### src/rtl/seg7_scan_display_pkg.sv
// Shared widths, segment constants and the registered display payload
// for the 4-digit multiplexed 7-segment driver.
package seg7_scan_display_pkg;

    localparam int unsigned DATA_W = 16;
    localparam int unsigned NIB_W  = 4;
    localparam int unsigned DIG_N  = 4;
    localparam int unsigned IDX_W  = 2;
    localparam int unsigned SEG_W  = 7;

    localparam logic [SEG_W-1:0] SEG_OFF = 7'h7F;
    localparam logic [DIG_N-1:0] AN_OFF  = 4'hF;

    // Active-low {g,f,e,d,c,b,a} patterns, entry k is hex digit k
    localparam logic [15:0][SEG_W-1:0] SEG_HEX = {
        7'h0E, 7'h06, 7'h21, 7'h46, 7'h03, 7'h08, 7'h10, 7'h00,
        7'h78, 7'h02, 7'h12, 7'h19, 7'h30, 7'h24, 7'h79, 7'h40
    };

    typedef struct packed {
        logic [DIG_N-1:0] an;
        logic [SEG_W-1:0] seg;
        logic             dp;
    } disp_t;

    localparam disp_t DISP_OFF = '{an: AN_OFF, seg: SEG_OFF, dp: 1'b1};

endpackage

### src/rtl/seg7_scan_display_hex_to_seg7.sv
// Combinational nibble to active-low 7-segment decoder.
module hex_to_seg7
    import seg7_scan_display_pkg::*;
(
    input  logic [NIB_W-1:0] nib,
    output logic [SEG_W-1:0] seg_c
);

    assign seg_c = SEG_HEX[nib];

endmodule

### src/rtl/seg7_scan_display.sv
// Captures a 16-bit debug word and scans it as 4 hex digits onto a
// common-anode display with anti-ghost blanking and leading-zero blanking.
module seg7_scan_display
    import seg7_scan_display_pkg::*;
#(
    parameter int unsigned REFRESH_DIV = 100000,
    parameter int unsigned BLANK_CYC   = 2000
) (
    input  logic              clk,
    input  logic              rst,
    input  logic [DATA_W-1:0] data,
    input  logic              data_vld,
    input  logic              lzb,
    input  logic [DIG_N-1:0]  dp_mask,
    output logic [DIG_N-1:0]  an,
    output logic [SEG_W-1:0]  seg,
    output logic              dp
);

    localparam int unsigned CNT_W = (REFRESH_DIV > 1) ? $clog2(REFRESH_DIV) : 1;
    localparam logic [CNT_W-1:0] CNT_MAX   = CNT_W'(REFRESH_DIV - 1);
    localparam logic [CNT_W-1:0] CNT_BLANK = CNT_W'(BLANK_CYC);

    logic [CNT_W-1:0]  cnt;
    logic [IDX_W-1:0]  idx;
    logic [DATA_W-1:0] word;
    disp_t             disp;

    logic [NIB_W-1:0]  nib_c;
    logic [SEG_W-1:0]  hex_c;
    logic [DIG_N-1:0]  sup_c;
    logic              blank_c;
    disp_t             disp_c;

    // Prescaler, digit index, capture register and output register
    always_ff @(posedge clk) begin
        if (!rst) begin
            cnt  <= '0;
            idx  <= '0;
            word <= '0;
            disp <= DISP_OFF;
        end else begin
            if (cnt == CNT_MAX) begin
                cnt <= '0;
                idx <= idx + IDX_W'(1);
            end else begin
                cnt <= cnt + CNT_W'(1);
            end
            if (data_vld) begin
                word <= data;
            end
            disp <= disp_c;
        end
    end

    assign nib_c = word[{idx, 2'b00} +: NIB_W];

    hex_to_seg7 u_hex (
        .nib   (nib_c),
        .seg_c (hex_c)
    );

    // Digit k is a leading zero when every nibble from 3 down to k is zero
    assign sup_c[3] = ~|word[15:12];
    assign sup_c[2] = ~|word[15:8];
    assign sup_c[1] = ~|word[15:4];
    assign sup_c[0] = 1'b0;

    assign blank_c = (cnt < CNT_BLANK);

    always_comb begin
        disp_c = DISP_OFF;
        if (!blank_c) begin
            disp_c.an  = ~(4'b0001 << idx);
            disp_c.seg = (lzb && sup_c[idx]) ? SEG_OFF : hex_c;
            disp_c.dp  = ~dp_mask[idx];
        end
    end

    assign an  = disp.an;
    assign seg = disp.seg;
    assign dp  = disp.dp;

endmodule

### config.mk
export PLATFORM = sky130hd
export DESIGN_NAME = seg7_scan_display
export DESIGN_NICKNAME = d
export VERILOG_FILES = /design/src/rtl/seg7_scan_display_pkg.sv /design/src/rtl/seg7_scan_display_hex_to_seg7.sv /design/src/rtl/seg7_scan_display.sv
export SDC_FILE = /design/constraint.sdc
export NUM_CORES = 1
export LEC_CHECK = 0
export ABC_CLOCK_PERIOD_IN_PS = 2700
export CAP_MARGIN = 20
export CORE_ASPECT_RATIO = 0.7
export CORE_UTILIZATION = 53
export DETAILED_ROUTE_END_ITERATION = 7
export HOLD_SLACK_MARGIN = 0.1
export PLACE_DENSITY = 0.79
export SYNTH_ARGS = -nofsm -noshare
export SYNTH_HDL_FRONTEND = slang
export SYNTH_SLANG_ARGS = --single-unit
### constraint.sdc
create_clock -name clk -period 2.7 [get_ports clk]
set_input_delay 0.81 -clock clk [delete_from_list [all_inputs] [get_ports clk]]
set_output_delay 0.81 -clock clk [all_outputs]
set_load 0.01 [all_outputs]
After elaboration in Yosys (flattened, before gate mapping)
Memory sizes are Yosys's and may differ from the RTL's. A register that Yosys moved wholly into a read port is not among the register bits.
Index checks and enable logic that the tools add are counted.
- bits of input ports: 24
- word-level logic and storage cells: 30
- output and inout port bits: 12
- register bits after elaboration: 40
- ROM bits: 112
- memories: 1
- memory list (memory ; words ; width ; read ports ; clocked after memory_dff ; write ports ; RTL line ; source):
    (name not given) ; 16 ; 7 ; 1 ; 1 ; 0 ; seg7_scan_display_hex_to_seg7.sv:9 ; assign seg_c = SEG_HEX[nib];
- bitwise gates (word level): 3
- muxes and demuxes: 4
- order comparisons: 2
- shifts and indexed selects: 2
- equal/unequal tests: 1
- add/subtract/negate cells: 2
- reduce and logical (&&, ||, !) cells: 10
- operators by type and width (kind ; number):
    17-bit by 1-bit adder with 17-bit output (second input constant) ; 1
    17-bit == test (second input constant) ; 1
    17-bit by 11-bit < comparator with 1-bit output (second input constant) ; 1
    16-bit by 5-bit indexed part select with 4-bit output ; 1
    12-bit OR reduction ; 1
    8-bit OR reduction ; 1
    1-bit binary-select mux with 2-bit select ; 2
    4-bit inverter ; 1
    2-bit OR reduction ; 2
    4-bit OR reduction ; 1
    1-bit by 2-bit left shift with 4-bit output (first input constant) ; 1
    1-bit zero test ; 3
    2-bit by 3-bit < comparator with 1-bit output (second input constant) ; 1
    3-bit OR reduction ; 1
    2-bit by 1-bit adder with 2-bit output (second input constant) ; 1
    1-bit 2-to-1 mux ; 2
    1-bit inverter ; 2
    1-bit logical AND ; 1

Longest topological paths before layout
Gate-level depths: netlist (run 1).
- depth in word-level cells: 6
- depth in mapped cells: 7
- mapped depth without buffers: 6

By module
Synthesis (run 1) repeated with hierarchy kept, for this count alone.
- cells, all modules: 232
- area, all modules: 2217.1 sq um
- modules (own cells, without submodules) (module ; times used ; cells each ; area an instance (sq um)):
    seg7_scan_display ; 1 ; 197 ; 1946.9
    hex_to_seg7 ; 1 ; 35 ; 270.3

Least setup slack after synthesis (run 1)
No wires, ideal clock.
- path kind: flip-flop to flip-flop
- start point: reg idx[0]
- end point: reg seg[6] (netlist name)
- library setup time: 0.140 ns
- path slack: 0.699 ns
- arrival: 1.861 ns
- period minus slack after synthesis: 2.001 ns
- cell stages (with the launch flop): 7
- cells stage by stage: dfxtp_1 > buf_6 > mux4_1 > ha_1 > mux2_4 > a22oi_1 > nand3_1
- longest elaborated chain between the ends: 4
- elaborated cells between the ends (all ways): 5
- RTL lines (item ; RTL line ; source):
    start: declaration ; seg7_scan_display.sv:25 ; logic [IDX_W-1:0] idx;
    start signal: assignment ; seg7_scan_display.sv:45 ; idx <= idx + IDX_W'(1);
    1-bit binary-select mux with 2-bit select ; seg7_scan_display.sv:75 ; disp_c.seg = (lzb && sup_c[idx]) ? SEG_OFF : hex_c;
    1-bit 2-to-1 mux (not written as such) ; seg7_scan_display.sv:75 ;
    1-bit logical AND ; seg7_scan_display.sv:75 ;
    3-bit OR reduction (no line) ; - ;
Parallel ways exist; a longest one is shown, timed or not. The select of a mux whose other input is x is not followed.
A chain may end at the register's enable or synchronous reset.

Final worst setup path (run 1)
- start point: reg idx[0]
- end point: reg seg[3] (netlist name)
- longest elaborated chain between the ends: 4
- elaborated cells between the ends (all ways): 5
- RTL lines (item ; RTL line):
    1-bit binary-select mux with 2-bit select ; seg7_scan_display.sv:75
    1-bit 2-to-1 mux (not written as such) ; seg7_scan_display.sv:75
    1-bit logical AND ; seg7_scan_display.sv:75
    3-bit OR reduction (no line) ; -
Parallel ways exist; a longest one is shown, timed or not. The select of a mux whose other input is x is not followed.

==> results of run 1 <==
[placed cells by master (no fill, tap or decap), types with 7 or more instances in the layout]
cell type,count
ha_1,11
nand3_1,10
nor2_1,14
nand4_1,8
inv_1,7
mux2i_1,17
nor2b_1,21
xnor2_1,7
nand2_1,14
clkdlybuf4s50_1,35
dfxtp_1,47
[state kept, by name, indices dropped and copies added, names as in the netlist]
| name | flops |
|---|---|
| word | 16 |
| idx | 2 |
| seg | 7 |
| an | 4 |
| dp | 1 |
| cnt | 17 |
[final timing paths]
check                 to  depth (start not counted)
setup / recovery  seg[3]                          5
hold / removal    cnt[0]                          1
setup reg to reg  seg[3]                          5
hold reg to reg   cnt[0]                          1
[metal layers]
metal | vias to the layer above | wire length (µm)
met1 | 806 | 2350
met3 | 6 | 226
met2 | 45 | 1880
met5 | - | 0
li1 | 866 | -
met4 | 0 | 40
[power by group through the flow]
stage	clock (W)	combinational (W)	sequential [W]
2_1_floorplan	0	0.0000879	0.000737
3_3_place_gp	0	0.000129	0.000743
3_5_place_dp	0	0.000133	0.000743
4_1_cts	0.000432	0.000133	0.000727
5_1_grt	0.000463	0.000147	0.000730
6_report	0.000428	0.000134	0.000727
[logic make-up (layout without fill, tap and decap cells)]
group	after synthesis	after routing	share of synthesized area, %
compound gates	17	17	4.63
xor+xnor	13	13	4.90
fa+ha+maj	11	11	5.92
flops	47	47	40.5
simple gates	91	91	22.5
mux	29	29	17.0
buf+inv	19	53	4.57
[metrics by stage]
step / hold slack, ps / cell area, µm²
final: 478 / 2780
after global routing: 532 / 2780
after CTS: 482 / 2780
after detailed placement: 462 / 2690
after global placement: 456 / 2690
after floorplan: 441 / 2320
[area by class of cell]
class | count | area [µm²]
clock inverter | 1 | 5.00
inverter | 7 | 26.3
clock buffer | 6 | 82.6
tap | 52 | 65.1
fill | 328 | 1290
timing repair buffer | 39 | 380
multi-input combinational | 161 | 1280
sequential | 47 | 941
[worst max-delay path: cells and delay by family, from the launching register on]
family	cells	cell delay, ps
multiplexers	2	950
flip-flops	1	400
adder cells (fa/ha/maj)	1	290
AO/OA/AOI/OAI	1	160
AND/OR/NAND/NOR	1	110
[synth_stat cells, types with 2 or more instances]
cell type	number
o21ai_0	3
nor3_1	4
and3_1	2
clkbuf_1	4
mux4_1	3
nand2_1	14
buf_6	4
o2111ai_1	2
ha_1	11
nand3_1	10
a21oi_1	5
nor2_1	14
inv_1	7
nor2b_1	21
a22oi_1	3
buf_2	4
mux2_4	3
nor4_1	3
dfxtp_1	47
mux2_2	3
mux2i_1	17
or4_1	3
xor2_1	6
xnor2_1	7
and2_1	3
mux4_2	3
or3_1	3
nand4_1	8
==> impl_results.md, run 1 <==
* Status: completed
* Number of remaining DRC errors at 0
* Setup_tns at 0 ps
* FF+latch count, synth at 47
* Final Non-Filler Cells at about 310
* Total power at approximately 0.0013 W
* Sink Count at 47
* Max Slew Vio Count at 0
* Hold crit path type: reg2reg
* RSZ-0062 raised after global routing: no
* Comb pwr share at 10.4%
* Leak at 1.05 nW
* Number of setup violations in the final report at 0
* Critical Path Source Type: flop
* Vias in the first global route at 1612
* R2r setup slk at 650 ps
* R2r startpoint: idx[0]
* CORE AREA at 4070 µm²
* CP Max Fanout at 5
* Maximum VDD drop at 0.348 mV
* Initial antenna violation count at 0
* Sw Pwr at around 0.0003 W
* Met2 usage at a little under a third
* Post-Route WL at 4.50 mm
* Post-synthesis sequential area ratio at 40.5%
* GR peak layer: met1
* Num CTS Buffers at 5
* Worst Path Arrival at between 2000 and 2500 ps
* Max-slew headroom at roughly 62%
* Clk Latency, worst-skew pair at about 290 ps
* CP peak stage delay at 680 ps
* Final GP Congestion at between 0.8 and 0.9
* Die width at 81.2 µm
* Post-route setup slack at between 600 and 700 ps
* GRT Overall Usage at ~22%
* EDFF count, synth at 0
* Period minus WS final at 2050 ps
* Via count at 1723
* Post-synth top area cell: dfxtp_1
* Starting DRT DRC Count at 94
* Worst EP required at between 2000 and 3000 ps
* Worst path cell trace: mux4_1 -> ha_1 -> mux2_4 -> a22oi_1 -> nand4_1
* H-tree lvl count at 2
* Internal power at 0.000990 W
* Layout cell share with drive strength beyond 1 at 8.81%
* Starting Density at a little under three fifths
* Ports at 36
* Root buffer cell: clkbuf_8
* Sw frac at 23.2%
* Final antenna-violating net count at 0
* Clock share of power at 33.2%
* IO Port Bufs at 35
* Area grow syn2layout at 19.5%
* Max frequency at 0.489 GHz
* TritonCTS clock tree: built
* Asr flop ratio synth at 0%
* Max clock buf depth at 2
* Netlist cell types at 38
* Synth warn at 0
* PD cells at 464 nW/µm²
* Post-CTS setup buffer count at 0
* Clk_skew at between 5 and 6 ps
* CTS resizes at 0
* Largest net degree at the start of global routing at 22
* Clock-pin slew on the worst setup and hold paths at 90 ps
* Drt via density at approximately 5.5
* Drt wl/cell at between 10 and 15 µm
* Critical path's slowest cell: mux4_1
* Worst slew pin tran at approximately 570 ps
* M1 GR Usage at 32.0%
* Gate Count Post-Synth at 227
* Setup WS pre-CTS at roughly 600 ps
* Hold_buf cts at 0
* Met3 Use GR at ~5.6%
* Worst Setup SP: idx[0]
* Area of the mapped netlist at about 2300 µm²
* Flop pwr share at 56.4%
* Fin crit share at 75.8%
* Grt ovf at 0
* Post-synth net total at ~260
* CP endpoint kind: flop
* Crit Path Class: reg2reg
* Final net count at 296
* Post-layout util at a little under 70%
* HPWL after DPL at 3.28 mm
* Top post-synthesis cells by area: dfxtp_1 (40%), mux2i_1 (7.3%), ha_1 (5.9%), nor2b_1 (5.7%), mux4_1 (3.4%)
* # diodes at 0
* Min-delay src: cnt[0]
* Inst Count DP at 306
* First-pass GRT wire length at 7.62 mm
* Drt pass-1 iters at 4
* Synth Flop Type: dfxtp_1
* Final hold viol count at 0
* Row count at 19
* Synth Area per Inst at 10.2 µm²
* DIE HEIGHT at 57.4 µm
* Synth top area share at 40.5%
* Max Cap Violations at 0
* DIE AREA at about 4700 µm²
(Power assumes the default switching activity.)
==> inputs of run 2 (changes only) <==
Settings changed: ABC_CLOCK_PERIOD_IN_PS 2700 to 1700, CORE_UTILIZATION 53 to 48, PLACE_DENSITY 0.79 to 0.75.
Clock period 2.7 ns to 1.7 ns, I/O delays scaled along.
==> impl_results.md, run 2 (synthesis gave the netlist of run 1 again) <==
* Status: complete, but fails checks
* Failing checks: negative setup slack
* Critical Path Source Type: flop
* Die width at approximately 85 µm
* PD cells at 674 nW/µm²
* Max-slew headroom at 69.0%
* Clock share of power at 32.2%
* WHS Endpoint: cnt[16]
* Fin crit share at 107%
* Post-layout util at 69.6%
* Num CTS Buffers at 5
* Commonest non-fill, non-tap cell in the layout: dfxtp_1
* DIE HEIGHT at 60.2 µm
* Internal power at 0.00161 W
* Worst path cell trace: mux4_2 -> ha_4 -> mux2_4 -> a22oi_2 -> nand3_1
* CP top delay family: multiplexers
* DIE AREA at a little over 5000 µm²
* CP peak stage delay at approximately 610 ps
* Maximum VDD drop at 0.633 mV
* Period minus WS final at ~1800 ps
* FF-to-FF path depth at 5
* Worst slew pin tran at roughly 460 ps
* Hold_buf cts at 0
* Vias in the first global route at 1676
* First-pass GRT wire length at 8.27 mm
* Max clock buf depth at 2
* Drt via density at 5.30
* Ports at 36
* Reg2reg end: seg[6]
* Max frequency at 0.552 GHz
* Number of setup violations in the final report at 6
* Drt wl/cell at 14.3 µm
* # diodes at 0
* R2r startpoint: idx[0]
* Layout cell share with drive strength beyond 1 at 25.4%
* Largest net degree at the start of global routing at 21
* Final antenna-violating net count at 0
* Comb pwr share at a little over an eighth
* Post-Route WL at about 5 mm
* IO Port Bufs at 35
* Hold crit path type: reg2reg
* Initial antenna violation count at 0
* Number of remaining DRC errors at 0
* Max reg flops at 17
* RSZ-0062 raised after global routing: yes
* Final Cell Area at 3130 µm²
* CORE AREA at 4500 µm²
* CP endpoint kind: flop
* Via count at 1854
* Starting Density at 51.6%
* Sw Pwr at roughly 0.0005 W
* Hold depth at 2
* Area grow syn2layout at 34.8%
* CP Max Fanout at 5
* Clock-pin slew on the worst setup and hold paths at 90 ps
* Sink Count at 47
* Largest Register: cnt
* Min-delay src: cnt[16]
* Drt pass-1 iters at 4
* Max Cap Violations at 0
* Grt ovf at 0
* Row count at 20
* Critical path's slowest cell: mux4_2
* Minimum hold slack at 517 ps
* Final net count at 330
* GRT Overall Usage at 21.1%
* Clk Latency, worst-skew pair at 290 ps
* Worst EP required at 1890 ps
* Post-route setup slack at -113 ps
* Starting DRT DRC Count at 90
* HPWL after DPL at ~3.7 mm
* Worst Path Buf+Inv at 0
* Worst Path Arrival at 2000 ps
* Clk_skew at 6.50 ps
* Crit Path Class: reg2reg
* Leak at 1.22 nW
* Root buffer cell: clkbuf_8
* Sw frac at 23.6%
* Final hold viol count at 0
* Final GP Congestion at 0.828
* TritonCTS clock tree: built
* Most frequent cells in the layout: dfxtp_1 (45), buf_4 (37), clkdlybuf4s50_1 (33)
* Placed Area at between 2000 and 3000 µm²
* Flop pwr share at 54.4%
* Setup_tns at -506 ps
* Max Slew Vio Count at 0
* Filler cells at between 300 and 400
* R2r setup slk at -110 ps
* H-tree lvl count at 2
-- run 2: changes by cell type in the layout (fill, tap and decap cells not counted), sizes merged --
| cell | delta |
|---|---|
| clkdlybuf4s50 | -2 |
| buf | +34 |
| dlymetal6s2s | +2 |
-- run 2: per-layer routing --
metal  share of wire (%)  track usage [%]
met5                   0                0
met4                0.70             4.36
met3                 3.2             4.56
met2                  44             32.5
met1                  52             30.6
-- run 2: metrics by stage --
stage / worst slack [ps] / instances / power (W)
finish: -113 / 350 / 0.00211
global route: -179 / 350 / 0.00219
CTS: -114 / 350 / 0.00211
detailed placement: -168 / 341 / 0.00143
global placement: -132 / 341 / 0.00143
floorplan: -166 / 227 / 0.00131
-- run 2: worst min-delay path, cell delays in order (launching register included) --
cell and delay [ps]:
dfxtp_1 340, o31ai_1 70, a21oi_1 60
-- run 2: area by class of cell --
cell class	instances	area [µm²]	share of cell area, %
Inverter	7	26.3	0.839
Timing Repair Buffer	73	653	20.8
Clock inverter	1	5.00	0.160
Clock buffer	6	82.6	2.64
Tap cell	55	68.8	2.20
Multi-Input combinational cell	161	1350	43.1
Sequential cell	47	946	30.2
-- run 2: what timing repair did --
| item | 4_1_cts | 5_1_grt |
|---|---|---|
| resized for setup | 9 | 10 |
| gates cloned | 0 | 0 |
| setup endpoints to repair | 8 | 13 |
| setup buffers | 2 | 0 |
| pin swaps | 6 | 8 |
-- run 2: power by group through the flow --
| stage | clock [W] | combinational (W) | sequential [W] |
|---|---|---|---|
| 3_5_place_dp | 0 | 0.000258 | 0.00118 |
| 6_report | 0.000681 | 0.000282 | 0.00115 |
| 5_1_grt | 0.000734 | 0.000308 | 0.00115 |
| 3_3_place_gp | 0 | 0.000253 | 0.00118 |
| 4_1_cts | 0.000691 | 0.000273 | 0.00115 |
| 2_1_floorplan | 0 | 0.000144 | 0.00117 |
-- run 2: worst max path at each step --
stage,depth (start not counted),from,to
after floorplan,6,idx[0],seg[6]
after CTS,5,idx[0],seg[6]
after global placement,5,idx[0],seg[6]
after global routing,5,idx[0],seg[6]
final,5,idx[0],seg[6]
after detailed placement,5,idx[0],seg[0]
==> inputs of run 3 (changes only) <==
Settings changed: PLACE_DENSITY 0.75 to 0.76, SYNTH_HIERARCHICAL set to 1.
==> impl_results.md, run 3 <==
* Status: complete, but fails checks
* Failing checks: negative setup slack
* Worst slew pin tran at 538 ps
* CP endpoint kind: flop
* DIE HEIGHT at 58.9 µm
* Commonest cells post-synth: dfxtp_1 (47), nor2_1 (41), mux2i_1 (21), ha_1 (12), nand2_1 (12)
* Max Cap Violations at 0
* Post-synth top area cell: dfxtp_1
* Starting Density at 50.6%
* Max reg flops at 17
* Number of remaining DRC errors at 0
* Ports at 36
* Layout cell share with drive strength beyond 1 at 23.4%
* Leak at 1.23 nW
* EDFF count, synth at 0
* Via count at 1961
* Max frequency at 0.502 GHz
* Setup WS pre-CTS at -245 ps
* Critical Path Source Type: flop
* Largest Register: cnt
* Post-route setup slack at -293 ps
* Clock-pin slew on the worst setup and hold paths at 90 ps
* Sw Pwr at ~0.0005 W
* Drt pass-1 iters at 5
* Initial antenna violation count at 0
* Area taken by multi-input logic gates at 1260 µm²
* Clk_skew at approximately 7.7 ps
* RSZ-0062 raised after global routing: yes
* Post-layout util at just over 70%
* Root buffer cell: clkbuf_8
* CP top delay family: multiplexers
* Vias in the first global route at 1731
* FF+latch count, synth at 47
* Period minus WS final at 1990 ps
* Filler cells at 319
* Internal power at between 0.0015 and 0.002 W
* Worst path cell trace: mux4_2 -> ha_1 -> mux4_2 -> nand3b_1
* Final net count at 339
* Clk Latency, worst-skew pair at around 300 ps
* Final antenna-violating net count at 0
* Worst EP required at 1870 ps
* Final GP Congestion at 0.879
* H-tree lvl count at 2
* Worst Path Arrival at 2160 ps
* Drt via density at 5.46
* Top post-synthesis cells by area: dfxtp_1 (42%), mux2i_1 (9.5%), nor2_1 (6.9%), ha_1 (6.8%), mux4_2 (6.1%)
* Synth warn at 6
* Drt wl/cell at 15.1 µm
* Most frequent cells in the layout: dfxtp_1 (45), nor2_1 (41), buf_4 (36)
* Commonest non-fill, non-tap cell in the layout: dfxtp_1
* Max Slew Vio Count at 0
* HPWL after DPL at 3.47 mm
* Row count at 20
* DIE AREA at about 4900 µm²
* IO Port Bufs at 35
* # diodes at 0
* Post-synth net total at 268
* TritonCTS clock tree: built
* Die width at 83.2 µm
* Final hold viol count at 0
* Most frequent cell after synthesis: dfxtp_1
* Flop pwr share at 48.1%
* Hold crit path type: reg2reg
* CP peak stage delay at 580 ps
* CP Max Fanout at 4
* PD cells at 767 nW/µm²
* Max clock buf depth at 2
* Synth top area share at 42.4%
* Sw frac at 21.4%
* Comb pwr share at 12.3%
* Max-slew headroom at 63.9%
* Synth Flop Type: dfxtp_1
* Asr flop ratio synth at 0%
* Largest net degree at the start of global routing at 20
* Area grow syn2layout at 41.1%
* Number of setup violations in the final report at 7
* Synth Area per Inst at 9.56 µm²
* CORE AREA at 4380 µm²
* Register area at 946 µm²
* Starting DRT DRC Count at 187
* Most used cell, CP: mux4_2
* Post-Route WL at 5.41 mm
* Netlist cell types at 34
* First-pass GRT wire length at 8.09 mm
* Num CTS Buffers at 5
* Post-synthesis sequential area ratio at 42.4%
* Worst Path Buf+Inv at 0
* Fin crit share at 117%
* Area of the mapped netlist at 2220 µm²
* Crit Path Class: reg2reg
* Maximum VDD drop at 0.513 mV
* Sink Count at 47
* Critical path's slowest cell: mux4_2
* Grt ovf at 0
* Gate Count Post-Synth at around 230
* Clock share of power at 39.7%
* GRT Overall Usage at 20.8%
run 3: per-stage QoR:
step                      TNS, ps  instance area [µm²]  total power (W)  instances  hold slack, ps
after floorplan              -879                 2230          0.00131        232             441
after global placement       -683                 2850          0.00143        343             464
after detailed placement     -974                 2850          0.00143        343             469
after CTS                   -1060                 3010          0.00238        352             490
after global routing        -1870                 3130          0.00250        359             552
final                       -1490                 3130          0.00240        359             488
run 3: area by class of cell:
type / instances / area share (%)
tap: 55 / 2.20
multi-input combinational: 164 / 40.2
clock inverter: 2 / 1.92
inverter: 10 / 1.20
timing repair buffer: 75 / 21.9
clock buffer: 6 / 2.32
sequential: 47 / 30.2
run 3: metal layers:
layer / vias to the layer above / GRT usage (%) / wire length (µm)
met4: 0 / 5.67 / 69
met1: 913 / 29.5 / 2580
met5: - / 0 / 0
li1: 947 / - / -
met2: 91 / 32.0 / 2400
met3: 10 / 5.05 / 359
run 3: worst paths after layout:
| check | startpoint | endpoint | slack, ps | cells after the start |
|---|---|---|---|---|
| worst max-delay path | idx[0] | seg[3] | -290 | 4 |
| worst max register to register | idx[0] | seg[3] | -290 | 4 |
| worst min register to register | cnt[0] | cnt[0] | 490 | 1 |
| worst min-delay path | cnt[0] | cnt[0] | 490 | 1 |
run 3: cell families (layout without fill, tap and decap cells):
family,count (synthesis),count (layout),synth area share (%)
adder cells (fa/ha/maj),12,12,6.77
AND/OR/NAND/NOR,93,93,20.8
multiplexers,27,28,15.6
XOR/XNOR,14,14,5.53
buffers and inverters,22,93,4.34
AO/OA/AOI/OAI,17,17,4.57
flip-flops,47,47,42.4
run 3: power by group through the flow:
stage	clock [W]	combinational (W)	sequential, W
after floorplan	0	0.000136	0.00117
after global placement	0	0.000253	0.00117
after detailed placement	0	0.000259	0.00118
after CTS	0.000963	0.000267	0.00115
after global routing	0.00103	0.000315	0.00116
final	0.000952	0.000294	0.00115
run 3: repair_timing:
action,in CTS,in global routing
pin swaps,1,2
gates resized for setup,4,12
endpoints found under the setup margin,7,24
setup buffers,1,6
cloned,0,1
hold buffers,0,0
endpoints found under the hold margin,0,0
run 3: worst register-to-register path, delay by kind of cell (launching register included):
family	cells	cell delay (ps)
multiplexers	2	1050
flip-flops	1	380
adder cells (fa/ha/maj)	1	280
AND/OR/NAND/NOR	1	160
